--- src/rtl/mcdf_pkt_formatter_if.sv ---
// Arbiter-side and bus-side signals of the MCDF packet formatter.
// The formatter takes the slave view; the arbiter/bus model takes the master view.
`timescale 1ns/1ps
interface mcdf_pkt_formatter_if #(
  parameter int DW = 32
);
  logic          a2f_valid_i;
  logic [2:0]    a2f_pkglen_sel_i;
  logic [1:0]    a2f_id_i;
  logic [DW-1:0] a2f_data_i;
  logic          fmt_grant_i;
  logic          f2a_id_req_o;
  logic          f2a_ack_o;
  logic [1:0]    fmt_chid_o;
  logic [5:0]    fmt_length_o;
  logic          fmt_req_o;
  logic [DW-1:0] fmt_data_o;
  logic          fmt_start_o;
  logic          fmt_end_o;

  modport slave (
    input  a2f_valid_i, a2f_pkglen_sel_i, a2f_id_i, a2f_data_i, fmt_grant_i,
    output f2a_id_req_o, f2a_ack_o, fmt_chid_o, fmt_length_o, fmt_req_o,
           fmt_data_o, fmt_start_o, fmt_end_o
  );

  modport master (
    output a2f_valid_i, a2f_pkglen_sel_i, a2f_id_i, a2f_data_i, fmt_grant_i,
    input  f2a_id_req_o, f2a_ack_o, fmt_chid_o, fmt_length_o, fmt_req_o,
           fmt_data_o, fmt_start_o, fmt_end_o
  );
endinterface

--- src/rtl/mcdf_pkt_formatter.sv ---
// Single-packet buffer: collect one packet from the arbiter, request the bus, stream it out framed.
// Output starts two edges after grant is sampled; new words are refused (no ack) until the buffer drains.
`timescale 1ns/1ps
module mcdf_pkt_formatter #(
  parameter int DW     = 32,
  parameter int MAXLEN = 32
) (
  input  logic                  clk_i,
  input  logic                  rst_i,
  mcdf_pkt_formatter_if.slave   bus,
  output logic [2:0]            current_state,
  output logic [6:0]            fmt_cnt
);
  localparam int AW = $clog2(MAXLEN);

  typedef enum logic [2:0] {
    IDLE       = 3'd0,
    RECV       = 3'd1,
    WAIT_GRANT = 3'd2,
    SEND       = 3'd3
  } state_t;

  state_t        state_q;
  logic [6:0]    cnt_q;
  logic [5:0]    len_q;
  logic [5:0]    len_dec;
  logic [1:0]    chid_q;
  logic          req_q;
  logic          start_q;
  logic          end_q;
  logic [DW-1:0] data_q;
  logic [DW-1:0] mem [MAXLEN];
  logic          ack;
  logic [AW-1:0] wr_addr;
  logic          last_recv;
  logic          last_send;

  always_comb begin
    case (bus.a2f_pkglen_sel_i)
      3'd0:    len_dec = 6'd4;
      3'd1:    len_dec = 6'd8;
      3'd2:    len_dec = 6'd16;
      default: len_dec = 6'd32;
    endcase
  end

  assign ack       = bus.a2f_valid_i & ((state_q == IDLE) | (state_q == RECV));
  assign wr_addr   = (state_q == IDLE) ? '0 : cnt_q[AW-1:0];
  assign last_recv = (cnt_q + 7'd1) == {1'b0, len_q};
  assign last_send = cnt_q == ({1'b0, len_q} - 7'd1);

  // Buffer is never reset: a reset only abandons the packet, stale words are overwritten.
  always_ff @(posedge clk_i) begin
    if (ack) begin
      mem[wr_addr] <= bus.a2f_data_i;
    end
  end

  always_ff @(posedge clk_i or posedge rst_i) begin
    if (rst_i) begin
      state_q <= IDLE;
      cnt_q   <= '0;
      len_q   <= '0;
      chid_q  <= '0;
      req_q   <= 1'b0;
      start_q <= 1'b0;
      end_q   <= 1'b0;
      data_q  <= '0;
    end else begin
      start_q <= 1'b0;
      end_q   <= 1'b0;
      data_q  <= '0;
      case (state_q)
        IDLE: begin
          if (bus.a2f_valid_i) begin
            chid_q  <= bus.a2f_id_i;
            len_q   <= len_dec;
            cnt_q   <= 7'd1;
            state_q <= RECV;
          end
        end
        RECV: begin
          if (bus.a2f_valid_i) begin
            cnt_q <= cnt_q + 7'd1;
            if (last_recv) begin
              state_q <= WAIT_GRANT;
              req_q   <= 1'b1;
            end
          end
        end
        WAIT_GRANT: begin
          if (bus.fmt_grant_i) begin
            state_q <= SEND;
            cnt_q   <= '0;
            req_q   <= 1'b0;
          end
        end
        SEND: begin
          data_q  <= mem[cnt_q[AW-1:0]];
          start_q <= (cnt_q == 7'd0);
          end_q   <= last_send;
          cnt_q   <= cnt_q + 7'd1;
          if (last_send) begin
            state_q <= IDLE;
            cnt_q   <= '0;
          end
        end
        default: state_q <= IDLE;
      endcase
    end
  end

  assign bus.f2a_ack_o    = ack;
  assign bus.f2a_id_req_o = (state_q == IDLE);
  assign bus.fmt_chid_o   = chid_q;
  assign bus.fmt_length_o = len_q;
  assign bus.fmt_req_o    = req_q;
  assign bus.fmt_data_o   = data_q;
  assign bus.fmt_start_o  = start_q;
  assign bus.fmt_end_o    = end_q;
  assign current_state    = state_q;
  assign fmt_cnt          = cnt_q;
endmodule

--- src/flat_wrapper.sv ---
// flat-port wrapper written by rule: the top's interface ports become plain ports
module mcdf_pkt_formatter_flat 
#(
  parameter int DW     = 32,
  parameter int MAXLEN = 32
)
  (clk_i, rst_i, current_state, fmt_cnt, bus_a2f_valid_i, bus_a2f_pkglen_sel_i, bus_a2f_id_i, bus_a2f_data_i, bus_fmt_grant_i, bus_f2a_id_req_o, bus_f2a_ack_o, bus_fmt_chid_o, bus_fmt_length_o, bus_fmt_req_o, bus_fmt_data_o, bus_fmt_start_o, bus_fmt_end_o);
  mcdf_pkt_formatter_if #(.DW(DW)) bus_i ();
  input  logic clk_i;
  input  logic rst_i;
  output logic [2:0] current_state;
  output logic [6:0] fmt_cnt;
  input wire logic [$bits(bus_i.a2f_valid_i)-1:0] bus_a2f_valid_i;
  input wire logic [$bits(bus_i.a2f_pkglen_sel_i)-1:0] bus_a2f_pkglen_sel_i;
  input wire logic [$bits(bus_i.a2f_id_i)-1:0] bus_a2f_id_i;
  input wire logic [$bits(bus_i.a2f_data_i)-1:0] bus_a2f_data_i;
  input wire logic [$bits(bus_i.fmt_grant_i)-1:0] bus_fmt_grant_i;
  output wire logic [$bits(bus_i.f2a_id_req_o)-1:0] bus_f2a_id_req_o;
  output wire logic [$bits(bus_i.f2a_ack_o)-1:0] bus_f2a_ack_o;
  output wire logic [$bits(bus_i.fmt_chid_o)-1:0] bus_fmt_chid_o;
  output wire logic [$bits(bus_i.fmt_length_o)-1:0] bus_fmt_length_o;
  output wire logic [$bits(bus_i.fmt_req_o)-1:0] bus_fmt_req_o;
  output wire logic [$bits(bus_i.fmt_data_o)-1:0] bus_fmt_data_o;
  output wire logic [$bits(bus_i.fmt_start_o)-1:0] bus_fmt_start_o;
  output wire logic [$bits(bus_i.fmt_end_o)-1:0] bus_fmt_end_o;
  assign bus_i.a2f_valid_i = bus_a2f_valid_i;
  assign bus_i.a2f_pkglen_sel_i = bus_a2f_pkglen_sel_i;
  assign bus_i.a2f_id_i = bus_a2f_id_i;
  assign bus_i.a2f_data_i = bus_a2f_data_i;
  assign bus_i.fmt_grant_i = bus_fmt_grant_i;
  assign bus_f2a_id_req_o = bus_i.f2a_id_req_o;
  assign bus_f2a_ack_o = bus_i.f2a_ack_o;
  assign bus_fmt_chid_o = bus_i.fmt_chid_o;
  assign bus_fmt_length_o = bus_i.fmt_length_o;
  assign bus_fmt_req_o = bus_i.fmt_req_o;
  assign bus_fmt_data_o = bus_i.fmt_data_o;
  assign bus_fmt_start_o = bus_i.fmt_start_o;
  assign bus_fmt_end_o = bus_i.fmt_end_o;
  mcdf_pkt_formatter #(.DW(DW), .MAXLEN(MAXLEN)) u_core (.clk_i(clk_i), .rst_i(rst_i), .bus(bus_i), .current_state(current_state), .fmt_cnt(fmt_cnt));
endmodule
--- config.mk ---
export PLATFORM = sky130hd
export DESIGN_NAME = mcdf_pkt_formatter_flat
export DESIGN_NICKNAME = d
export VERILOG_FILES = /design/src/rtl/mcdf_pkt_formatter_if.sv /design/src/rtl/mcdf_pkt_formatter.sv /design/src/flat_wrapper.sv
export SDC_FILE = /design/constraint.sdc
export NUM_CORES = 1
export LEC_CHECK = 0
export ABC_CLOCK_PERIOD_IN_PS = 4200
export CAP_MARGIN = 20
export CORE_MARGIN = 2
export CORE_UTILIZATION = 60
export DETAILED_ROUTE_END_ITERATION = 10
export PLACE_DENSITY = 0.82
export SYNTH_ARGS = -nofsm -noshare
export SYNTH_HDL_FRONTEND = slang
export SYNTH_SLANG_ARGS = --single-unit
--- constraint.sdc ---
create_clock -name clk_i -period 4.2 [get_ports clk_i]
set_clock_uncertainty 0.2 [all_clocks]
set_input_delay 0.63 -clock clk_i [delete_from_list [all_inputs] [get_ports clk_i]]
set_output_delay 0.63 -clock clk_i [all_outputs]
set_load 0.05 [all_outputs]
==> reports/metrics.cfg, run 1 <==
[run_status]
outcome=finished, final reports clean

[detailed_routing]
viasPerCell=7.15
drt_pass1_iterations=6
drc=0
num_vias=21800
wl_mm=109
post_drt_wl_per_cell_um=35.7
drt_iter0_markers=3584
ant_nets=0

[run]
drv_cap=0

[floorplan]
core_mm2=0.0683
core.rowCount=96
boundaryPins=96
die_w_um=266
die_h_um=266
initial_utilization_pct=60.3
dieArea_mm2=0.0709

[grt]
use_met3_pct=7.12
top_usage_layer=met2
grt_max_degree=105
track_usage_pct=30.0
overflow=0
grt_pass1_vias=21900
grt_pass1_wl_mm=151
met2_usage_pct=48.9
antenna_found_initial=0
gr-usage-met1_pct=39.3

[worst_setup_path]
r2r_cells=6
path_max_fanout=10
worst_setup_path_end_kind=output port
worstSetupPathDepth=5
slowest_delay_ps=870
cp_slowest_cell=clkdlybuf4s50_1
reg2reg_to=u_core.bus.fmt_data_o[12]
cpMostUsedCell=nor2_1
cp-startpoint=u_core.current_state[0]
path_cells=inv_1 > ha_1 > nor2_1 > nor2_1 > clkdlybuf4s50_1
cp_num_buf_inv=2
cp.required_ps=3370
critPathKind=reg -> out
cp-endpoint=bus_f2a_ack_o
r2r-start=u_core.fmt_cnt[1]
start_kind=flip-flop
r2r_slack_ps=820
critPathArrivalTime_ps=2940
cp_top_family=buffers and inverters

[clock_tree]
clk_path_buf_depth=3
cts_setup_buffers=0
cts_tree=built
cts_sinks=1074
ctsResizeCount=0
htree_num_levels=3
clk_latency_ps=680
cts_made_buffers=102
ctsHoldBuffers=0
root_buffer=clkbuf_16
cts.reportedPaths.clkPinSlew_ps=70

[placed_design]
gp_congestion=0.838
io_buffers=92
pre_cts_ws_ps=935
dpl.cell_count=2823
hpwl_mm=51.1
dpl_cell_area_mm2=0.0438

[yosys]
avgSynthCellArea_um2=21.7
async_flop_share_pct=4.66
synthesis.area_mm2=0.0412
synth.distinct_cells=51
synthCells=1903
ys_seq_elements=1074
synth_edf_count=1024
yosysWarnings=0
synthFlopType=edfxtp_1
synth_seq_area_share_pct=77.6

[finish]
drive_above_1_share_pct=25.2
register_area_mm2=0.0320
syn_to_final_growth_pct=16.5
final_cells=3045
diodes=0
multi_input_area_mm2=0.00897
design_area_mm2=0.0481
fill_cells=3684
nets=2125

[sta]
whs_ps=169
max_freq_mhz=265
max_slew_margin_pct=19.9
period_needed_ps=3770
layout_setup_ws_ps=425
worst_pin_slew_ps=1200
setup_viol=0
hold_viol_final=0
final_max_slew_viol_count=0
grt_setup_unrepaired=no
fin_crit_sh_pct=89.9

[power]
leakagePower_nw=15.7
powerDensity_mw_per_mm2=627
irDropWorstVdd_mv=0.533

[hold_path]
hp-class=in -> async

[state kept, by name, indices dropped and copies added (netlist names)]
register and cells:
u_core.bus.fmt_end_o 1, u_core.bus.fmt_start_o 1, u_core.fmt_cnt 7, u_core.bus.fmt_chid_o 2
u_core.bus.fmt_data_o 32, u_core.bus.fmt_req_o 1, u_core.mem 1024, u_core.bus.fmt_length_o 4
u_core.current_state 2
[kinds of logic after synthesis]
| kind of cell | share of synthesized area [%] |
|---|---|
| adder cells (fa/ha/maj) | 0.303 |
| XOR/XNOR | 0.273 |
| flip-flops | 77.6 |
| other | 0.00909 |
| AND/OR/NAND/NOR | 2.22 |
| multiplexers | 15.6 |
| AO/OA/AOI/OAI | 2.66 |
| buffers and inverters | 1.29 |
[per-layer routing]
metal	routed length, um	vias to the layer above	part of all wire (%)
met3	11400	330	11
met4	5240	0	4.8
li1	-	8280	-
met1	37400	11300	34
met5	0	-	0
met2	54600	1903	50
[power by group]
group / internal, mW / switching, mW / total [mW]
clock network: 5.60 / 4.09 / 9.69
registers: 12.1 / 0.384 / 12.5
logic: 3.48 / 4.50 / 7.98
[cells in the mapped netlist, types with 29 or more instances]
master | number | area share (%)
nand2_1 | 83 | 0.76
a31oi_1 | 31 | 0.47
clkbuf_1 | 51 | 0.46
dfrtp_1 | 50 | 3.0
o22a_1 | 29 | 0.62
nor2_1 | 54 | 0.49
edfxtp_1 | 1024 | 75
buf_2 | 38 | 0.46
mux2i_1 | 65 | 1.6
a211oi_1 | 29 | 0.53
mux4_2 | 256 | 14
o22ai_1 | 33 | 0.50
[final cells by class]
| class | count | area share [%] |
|---|---|---|
| multi-input combinational | 707 | 18.7 |
| sequential | 1074 | 66.6 |
| clock inverter | 56 | 1.46 |
| timing repair buffer | 176 | 5.01 |
| clock buffer | 137 | 5.86 |
| tap | 882 | 2.30 |
| inverter | 13 | 0.107 |
[worst min-delay path by stage]
stage                                         from                    endpoint  slack, ps  cells past startpoint
after floorplan            bus_a2f_pkglen_sel_i[2]  u_core.bus.fmt_length_o[4]        530                      1
after global placement    u_core.bus.fmt_chid_o[0]    u_core.bus.fmt_chid_o[0]        280                      1
after detailed placement  u_core.bus.fmt_chid_o[0]    u_core.bus.fmt_chid_o[0]        290                      1
after CTS                 u_core.bus.fmt_chid_o[0]    u_core.bus.fmt_chid_o[0]        300                      1
after global routing                         rst_i   u_core.bus.fmt_data_o[18]        200                      2
final                                        rst_i   u_core.bus.fmt_data_o[18]        170                      2
[cells in the final DEF (no fill, tap or decap), types with 7 or more instances in the layout]
master           Yosys  layout
edfxtp_1          1024    1024
mux4_2             256     256
clkbuf_16            0     110
clkdlybuf4s50_1      0      92
nand2_1             83      82
mux2i_1             65      65
dfrtp_1             50      45
o22ai_1             33      33
nor2_4               0      32
a31oi_1             31      31
a211oi_1            29      29
o22a_1              29      29
and2_1              28      28
buf_12               0      28
buf_4                5      26
clkbuf_1            51      23
nor2_1              54      22
clkinv_2             0      18
buf_16               0      17
nand3_1             16      16
bufinv_16            0      14
clkbuf_8             0      11
inv_1               11      10
a21oi_1             10      10
ha_1                10      10
clkinv_1             0      10
xnor2_1              8       8
clkinvlp_4           0       7
[through the flow]
| step | utilization [%] | TNS, ps | power [mW] |
|---|---|---|---|
| floorplan | - | -149540 | 18.0 |
| global placement | 64.1 | 0 | 20.0 |
| global route | 70.3 | 0 | 31.0 |
| detailed placement | 64.2 | 0 | 20.3 |
| CTS | 69.3 | 0 | 30.0 |
| finish | 70.3 | 0 | 30.1 |
Power figures use the tool's default switching activity.
==> run 2, diff against run 1 <==
--- a/config.mk
+++ b/config.mk
@@ -11,6 +11,7 @@
 export CORE_UTILIZATION = 60
 export DETAILED_ROUTE_END_ITERATION = 10
 export PLACE_DENSITY = 0.82
+export SLEW_MARGIN = 20
 export SYNTH_ARGS = -nofsm -noshare
 export SYNTH_HDL_FRONTEND = slang
 export SYNTH_SLANG_ARGS = --single-unit
==> reports/metrics.cfg, run 2 (synthesized netlist as in run 1, its figures left out) <==
[run_status]
outcome=finished, final reports clean

[detailed_routing]
viasPerCell=6.99  ; -2.3%
num_vias=21100  ; -3.3%
drt_iter0_markers=2921  ; -18%
ant_nets=0  ; unchanged
post_drt_wl_per_cell_um=33.5  ; -6.3%
drc=0  ; unchanged
drt_pass1_iterations=5  ; -1
wl_mm=101  ; -7.3%

[sta]
setup_viol=0  ; unchanged
max_freq_mhz=267  ; +0.62%
max_slew_margin_pct=23.2  ; +3.3 points
hold_viol_final=0  ; unchanged
whs_ps=273  ; +104 ps
grt_setup_unrepaired=no
worst_pin_slew_ps=1150  ; -48.9 ps
final_max_slew_viol_count=0  ; unchanged
setup_tns_ps=0  ; unchanged
fin_crit_sh_pct=89.3  ; -0.55 points
period_needed_ps=3750  ; -23.1 ps

[grt]
grt_pass1_vias=21600  ; -1.5%
track_usage_pct=29.0  ; -0.96 points
overflow=0  ; unchanged
grt_pass1_wl_mm=147  ; -2.8%
antenna_found_initial=2  ; +2
grt_max_degree=105  ; unchanged

[clock_tree]
htree_num_levels=3  ; unchanged
ctsHoldBuffers=0  ; unchanged
clk_latency_ps=670  ; about the same
clk_path_buf_depth=3  ; unchanged
cts.reportedPaths.clkPinSlew_ps=60  ; about the same
root_buffer=clkbuf_16
cts_tree=built
cts_setup_buffers=0  ; unchanged
ctsResizeCount=0  ; unchanged
cts_made_buffers=103  ; +0.98%
cts_sinks=1074  ; unchanged

[worst_setup_path]
r2r_slack_ps=820  ; about the same
cp.required_ps=3370  ; about the same
r2r-start=u_core.fmt_cnt[1]
worst_setup_path_end_kind=output port
r2r_cells=6  ; unchanged
reg2reg_to=u_core.bus.fmt_data_o[7]
path_max_fanout=10  ; unchanged
start_kind=flip-flop
critPathKind=reg -> out
critPathArrivalTime_ps=2920  ; -20 ps

[floorplan]
dieArea_mm2=0.0709  ; unchanged
initial_utilization_pct=60.3  ; unchanged
core_mm2=0.0683  ; unchanged
core.rowCount=96  ; unchanged
boundaryPins=96  ; unchanged
die_w_um=266  ; unchanged
die_h_um=266  ; unchanged

[finish]
design_area_mm2=0.0471  ; -2.0%
final_cell_mix=edfxtp_1 (1024), mux4_2 (256), clkbuf_16 (104)
syn_to_final_growth_pct=14.2
layout_commonest_cell=edfxtp_1
register_area_mm2=0.0320  ; unchanged
nets=2097  ; -1.3%
diodes=0  ; unchanged
drive_above_1_share_pct=25.5  ; +0.24 points
largest_reg_flops=1024  ; unchanged
multi_input_area_mm2=0.00897  ; unchanged
top_register=u_core.mem
fill_cells=3784  ; +2.7%

[placed_design]
gp_congestion=0.838  ; unchanged
hpwl_mm=51.2  ; +0.29%
io_buffers=92  ; unchanged
dpl_cell_area_mm2=0.0438  ; about the same

[run]
drv_cap=0  ; unchanged

[power]
leakagePower_nw=15.4  ; -2.2%
irDropWorstVdd_mv=0.535  ; +0.47%
powerDensity_mw_per_mm2=627  ; about the same

[hold_path]
hp-class=in -> async

run 2: cell types whose count changed in the layout (fill, tap and decap cells not counted), sizes merged:
| cell | previous run | this run |
|---|---|---|
| clkinvlp | 7 | 2 |
| clkinv | 31 | 46 |
| inv | 17 | 16 |
| clkdlybuf4s50 | 92 | 68 |
| buf | 77 | 79 |
| bufinv | 14 | 11 |
| clkbuf | 144 | 128 |
run 2: per-stage QoR:
stage | total power, mW | std cells | worst slack (ps) | utilization [%]
after global routing | 30.4 | 3013 | 323 | 68.9
final | 29.5 | 3013 | 449 | 68.9
after CTS | 29.6 | 3013 | 448 | 69.1
after floorplan | 18.0 | 1905 | -306 | -
after detailed placement | 20.2 | 2823 | 893 | 64.1
after global placement | 20.0 | 2822 | 963 | 64.1
run 2: where the power goes:
group          switching [mW]  total [mW]  internal, mW  leakage, nW
Clock                    3.95        9.34          5.39         1.69
Combinational            4.33        7.73          3.40         3.80
Sequential              0.372        12.5          12.1         9.87
Total                    8.65        29.5          20.9         15.4
run 2: routing by layer:
layer	wire (um)	GRT usage, %	vias to the layer above
li1	-	-	8225
met5	14	0	-
met2	51100	47.6	1592
met4	4150	11.8	2
met1	35600	38.3	11000
met3	10000	6.42	285
run 2: how the worst max path moves through the flow:
| stage | to | depth (start not counted) | start | slack (ps) |
|---|---|---|---|---|
| 6_report | bus_f2a_ack_o | 5 | u_core.current_state[1] | 450 |
| 5_1_grt | bus_f2a_ack_o | 5 | u_core.current_state[0] | 320 |
| 4_1_cts | bus_f2a_ack_o | 5 | u_core.current_state[1] | 450 |
| 3_5_place_dp | u_core.bus.fmt_data_o[7] | 6 | u_core.fmt_cnt[1] | 890 |
| 3_3_place_gp | bus_f2a_ack_o | 4 | bus_a2f_valid_i | 960 |
| 2_1_floorplan | u_core.mem[13][0] | 7 | u_core.current_state[0] | -310 |
run 2: area by class of cell:
type	instances	area share, %
clock buffers	128	5.91
clock inverters	62	1.32
inverters	13	0.112
multi-input cells	707	19.0
flip-flops and latches	1074	68.0
well taps	882	2.34
repair buffers	147	3.33
run 2: critical path, stage by stage, from the launching register on:
cell	delay (ps)
dfrtp_1	460
inv_1	140
ha_1	410
nor2_1	120
nor2_1	260
clkdlybuf4s50_1	870
==> run 3, diff against run 2 <==
--- a/config.mk
+++ b/config.mk
@@ -5,12 +5,14 @@
 export SDC_FILE = /design/constraint.sdc
 export NUM_CORES = 1
 export LEC_CHECK = 0
-export ABC_CLOCK_PERIOD_IN_PS = 4200
+export ABC_CLOCK_PERIOD_IN_PS = 4300
 export CAP_MARGIN = 20
 export CORE_MARGIN = 2
 export CORE_UTILIZATION = 60
+export CTS_BUF_LIST = sky130_fd_sc_hd__clkbuf_8 sky130_fd_sc_hd__clkbuf_16
 export DETAILED_ROUTE_END_ITERATION = 10
 export PLACE_DENSITY = 0.82
+export RECOVER_POWER = 100
 export SLEW_MARGIN = 20
 export SYNTH_ARGS = -nofsm -noshare
 export SYNTH_HDL_FRONTEND = slang
==> constraint.sdc (replaced) <==
create_clock -name clk_i -period 4.3 [get_ports clk_i]
set_clock_uncertainty 0.2 [all_clocks]
set_input_delay 0.645 -clock clk_i [delete_from_list [all_inputs] [get_ports clk_i]]
set_output_delay 0.645 -clock clk_i [all_outputs]
set_load 0.05 [all_outputs]
==> reports/metrics.cfg, run 3 (synthesized netlist as in run 1, its figures left out) <==
[power]
p_sw_mw=8.83  ; +2.0%
clkPwrFrac_pct=31.5  ; about the same
internal_power_mw=20.4  ; -2.4%
powerDensity_mw_per_mm2=622  ; -0.73%
seqPwrFrac_pct=41.6  ; -0.6 points
combinationalPowerShare_pct=26.9  ; +0.7 points
p_total_mw=29.2  ; -1.1%
leakagePower_nw=15.5  ; +0.86%
swShare_pct=30.2  ; +0.93 points
irDropWorstVdd_mv=0.387  ; -28%

[clock_tree]
root_buffer=clkbuf_16
ctsResizeCount=0  ; unchanged
ctsHoldBuffers=0  ; unchanged
cts_sinks=1074  ; unchanged
cts_setup_buffers=0  ; unchanged
clk_path_buf_depth=3  ; unchanged
cts_tree=built
cts.reportedPaths.clkPinSlew_ps=60  ; about the same
clk_latency_ps=690  ; +20 ps
htree_num_levels=3  ; unchanged
cts_made_buffers=102  ; -0.97%

[detailed_routing]
drc=0  ; unchanged
num_vias=21300  ; +1.4%
viasPerCell=7.04  ; +0.74%
post_drt_wl_per_cell_um=34.2  ; +2.2%
drt_pass1_iterations=6  ; +1
wl_mm=104  ; +2.8%
drt_iter0_markers=2885  ; -1.2%
ant_nets=0  ; unchanged

[floorplan]
core.rowCount=96  ; unchanged
boundaryPins=96  ; unchanged
die_w_um=266  ; unchanged
die_h_um=266  ; unchanged
dieArea_mm2=0.0709  ; unchanged
core_mm2=0.0683  ; unchanged
initial_utilization_pct=60.3  ; unchanged

[finish]
drive_above_1_share_pct=22.8  ; -2.7 points
top_register=u_core.mem
design_area_mm2=0.0469  ; -0.40%
fin_util_pct=68.7  ; -0.27 points
nets=2114  ; +0.81%
final_cells=3032  ; +0.63%
diodes=0  ; unchanged
largest_reg_flops=1024  ; unchanged
syn_to_final_growth_pct=13.8
final_cell_mix=edfxtp_1 (1024), mux4_2 (256), clkbuf_16 (103)
layout_commonest_cell=edfxtp_1
fill_cells=3881  ; +2.6%

[worst_setup_path]
path_cells=clkbuf_1 > nor2_1 > nand2_1 > nor2_4 > buf_4
path_max_fanout=28  ; +18
r2r_cells=5  ; -1
start_kind=flip-flop
cp.required_ps=4470  ; +1100 ps
slowest_delay_ps=1300  ; +430 ps
r2r-start=u_core.fmt_cnt[4]
critPathKind=reg -> reg
worst_setup_path_end_kind=flip-flop
r2r_slack_ps=240  ; -580 ps
cp_slowest_cell=clkbuf_1
reg2reg_to=u_core.mem[5][3]
critPathArrivalTime_ps=4230  ; +1310 ps

[hold_path]
worst_hold_startpoint=u_core.bus.fmt_chid_o[0]
whs_endpoint=u_core.bus.fmt_chid_o[0]
hp-class=reg -> reg
whs_path_depth=1

[placed_design]
gp_congestion=0.814  ; -2.8%
io_buffers=92  ; unchanged
hpwl_mm=55.2  ; +7.7%
dpl.cell_count=2841  ; +0.64%
dpl_cell_area_mm2=0.0439  ; +0.20%

[sta]
final_max_slew_viol_count=644  ; +644
max_slew_margin_pct=-43.7  ; -67 points
period_needed_ps=4060
worst_pin_slew_ps=2160  ; +1000 ps
fin_crit_sh_pct=94.5
hold_viol_final=0  ; unchanged
grt_setup_unrepaired=no
setup_viol=0  ; unchanged
max_freq_mhz=246
setup_tns_ps=0  ; unchanged

[grt]
grt_pass1_wl_mm=152  ; +3.4%
grt_pass1_vias=21900  ; +1.4%
antenna_found_initial=0  ; -2
track_usage_pct=30.0  ; +0.99 points
grt_max_degree=86  ; -18%
overflow=0  ; unchanged

[run_status]
outcome=finished, violations left
failed_checks=capacitance limit, slew limit

[run]
drv_cap=21  ; +21

[run 3: cell count changes in the layout (fill, tap and decap cells not counted), sizes merged, moves of 2 or more]
| cell | delta |
|---|---|
| clkdlybuf4s50 | -60 |
| dlygate4sd3 | +59 |
| buf | -41 |
| clkbuf | +38 |
| inv | +18 |
| bufinv | +2 |
| clkinvlp | +2 |
[run 3: per-stage QoR]
step | hold slack, ps | worst slack (ps)
finish | 297 | 239
floorplan | 542 | -206
CTS | 147 | 531
detailed placement | 292 | 1020
global placement | 277 | 1020
global route | 328 | 191
[run 3: routing by layer]
layer | wire length, um | vias to the layer above | share of wire [%] | GRT usage [%]
met2 | 51700 | 1727 | 50 | 49.1
met4 | 4990 | 0 | 4.8 | 12.2
li1 | - | 8229 | - | -
met5 | 0 | - | 0 | 0
met3 | 10700 | 332 | 10 | 6.12
met1 | 36200 | 11100 | 35 | 40.2
[run 3: how the worst max path moves through the flow]
stage / start / end / slack [ps] / cells past startpoint
6_report: u_core.fmt_cnt[4] / u_core.mem[5][3] / 240 / 5
5_1_grt: u_core.current_state[1] / u_core.mem[23][23] / 190 / 8
4_1_cts: u_core.current_state[0] / bus_f2a_ack_o / 530 / 5
3_5_place_dp: bus_a2f_valid_i / u_core.mem[12][6] / 1020 / 7
3_3_place_gp: bus_a2f_valid_i / bus_f2a_ack_o / 1020 / 4
2_1_floorplan: u_core.current_state[0] / u_core.mem[13][0] / -210 / 7
[run 3: power groups by stage]
stage	combinational [mW]	clock, mW	sequential [mW]
floorplan	4.99	0	12.6
global placement	7.57	0	12.3
detailed placement	7.73	0	12.3
CTS	7.95	9.27	12.1
global route	8.22	9.62	12.2
finish	7.85	9.21	12.1
[run 3: final cells by class]
| type | count | area [um2] | share of cell area, % |
|---|---|---|---|
| sequential | 1074 | 32000 | 68.2 |
| multi-input combinational | 707 | 8810 | 18.8 |
| clock buffer | 106 | 2620 | 5.58 |
| timing repair buffer | 165 | 1490 | 3.18 |
| tap | 882 | 1100 | 2.35 |
| clock inverter | 85 | 843 | 1.80 |
| inverter | 13 | 48.8 | 0.104 |
[run 3: worst max-delay path, delay by kind of cell (launching register included)]
| family | cells | cell delay, ps |
|---|---|---|
| DFF | 1 | 1260 |
| and+or+nand+nor | 3 | 640 |
| buffers and inverters | 2 | 1600 |
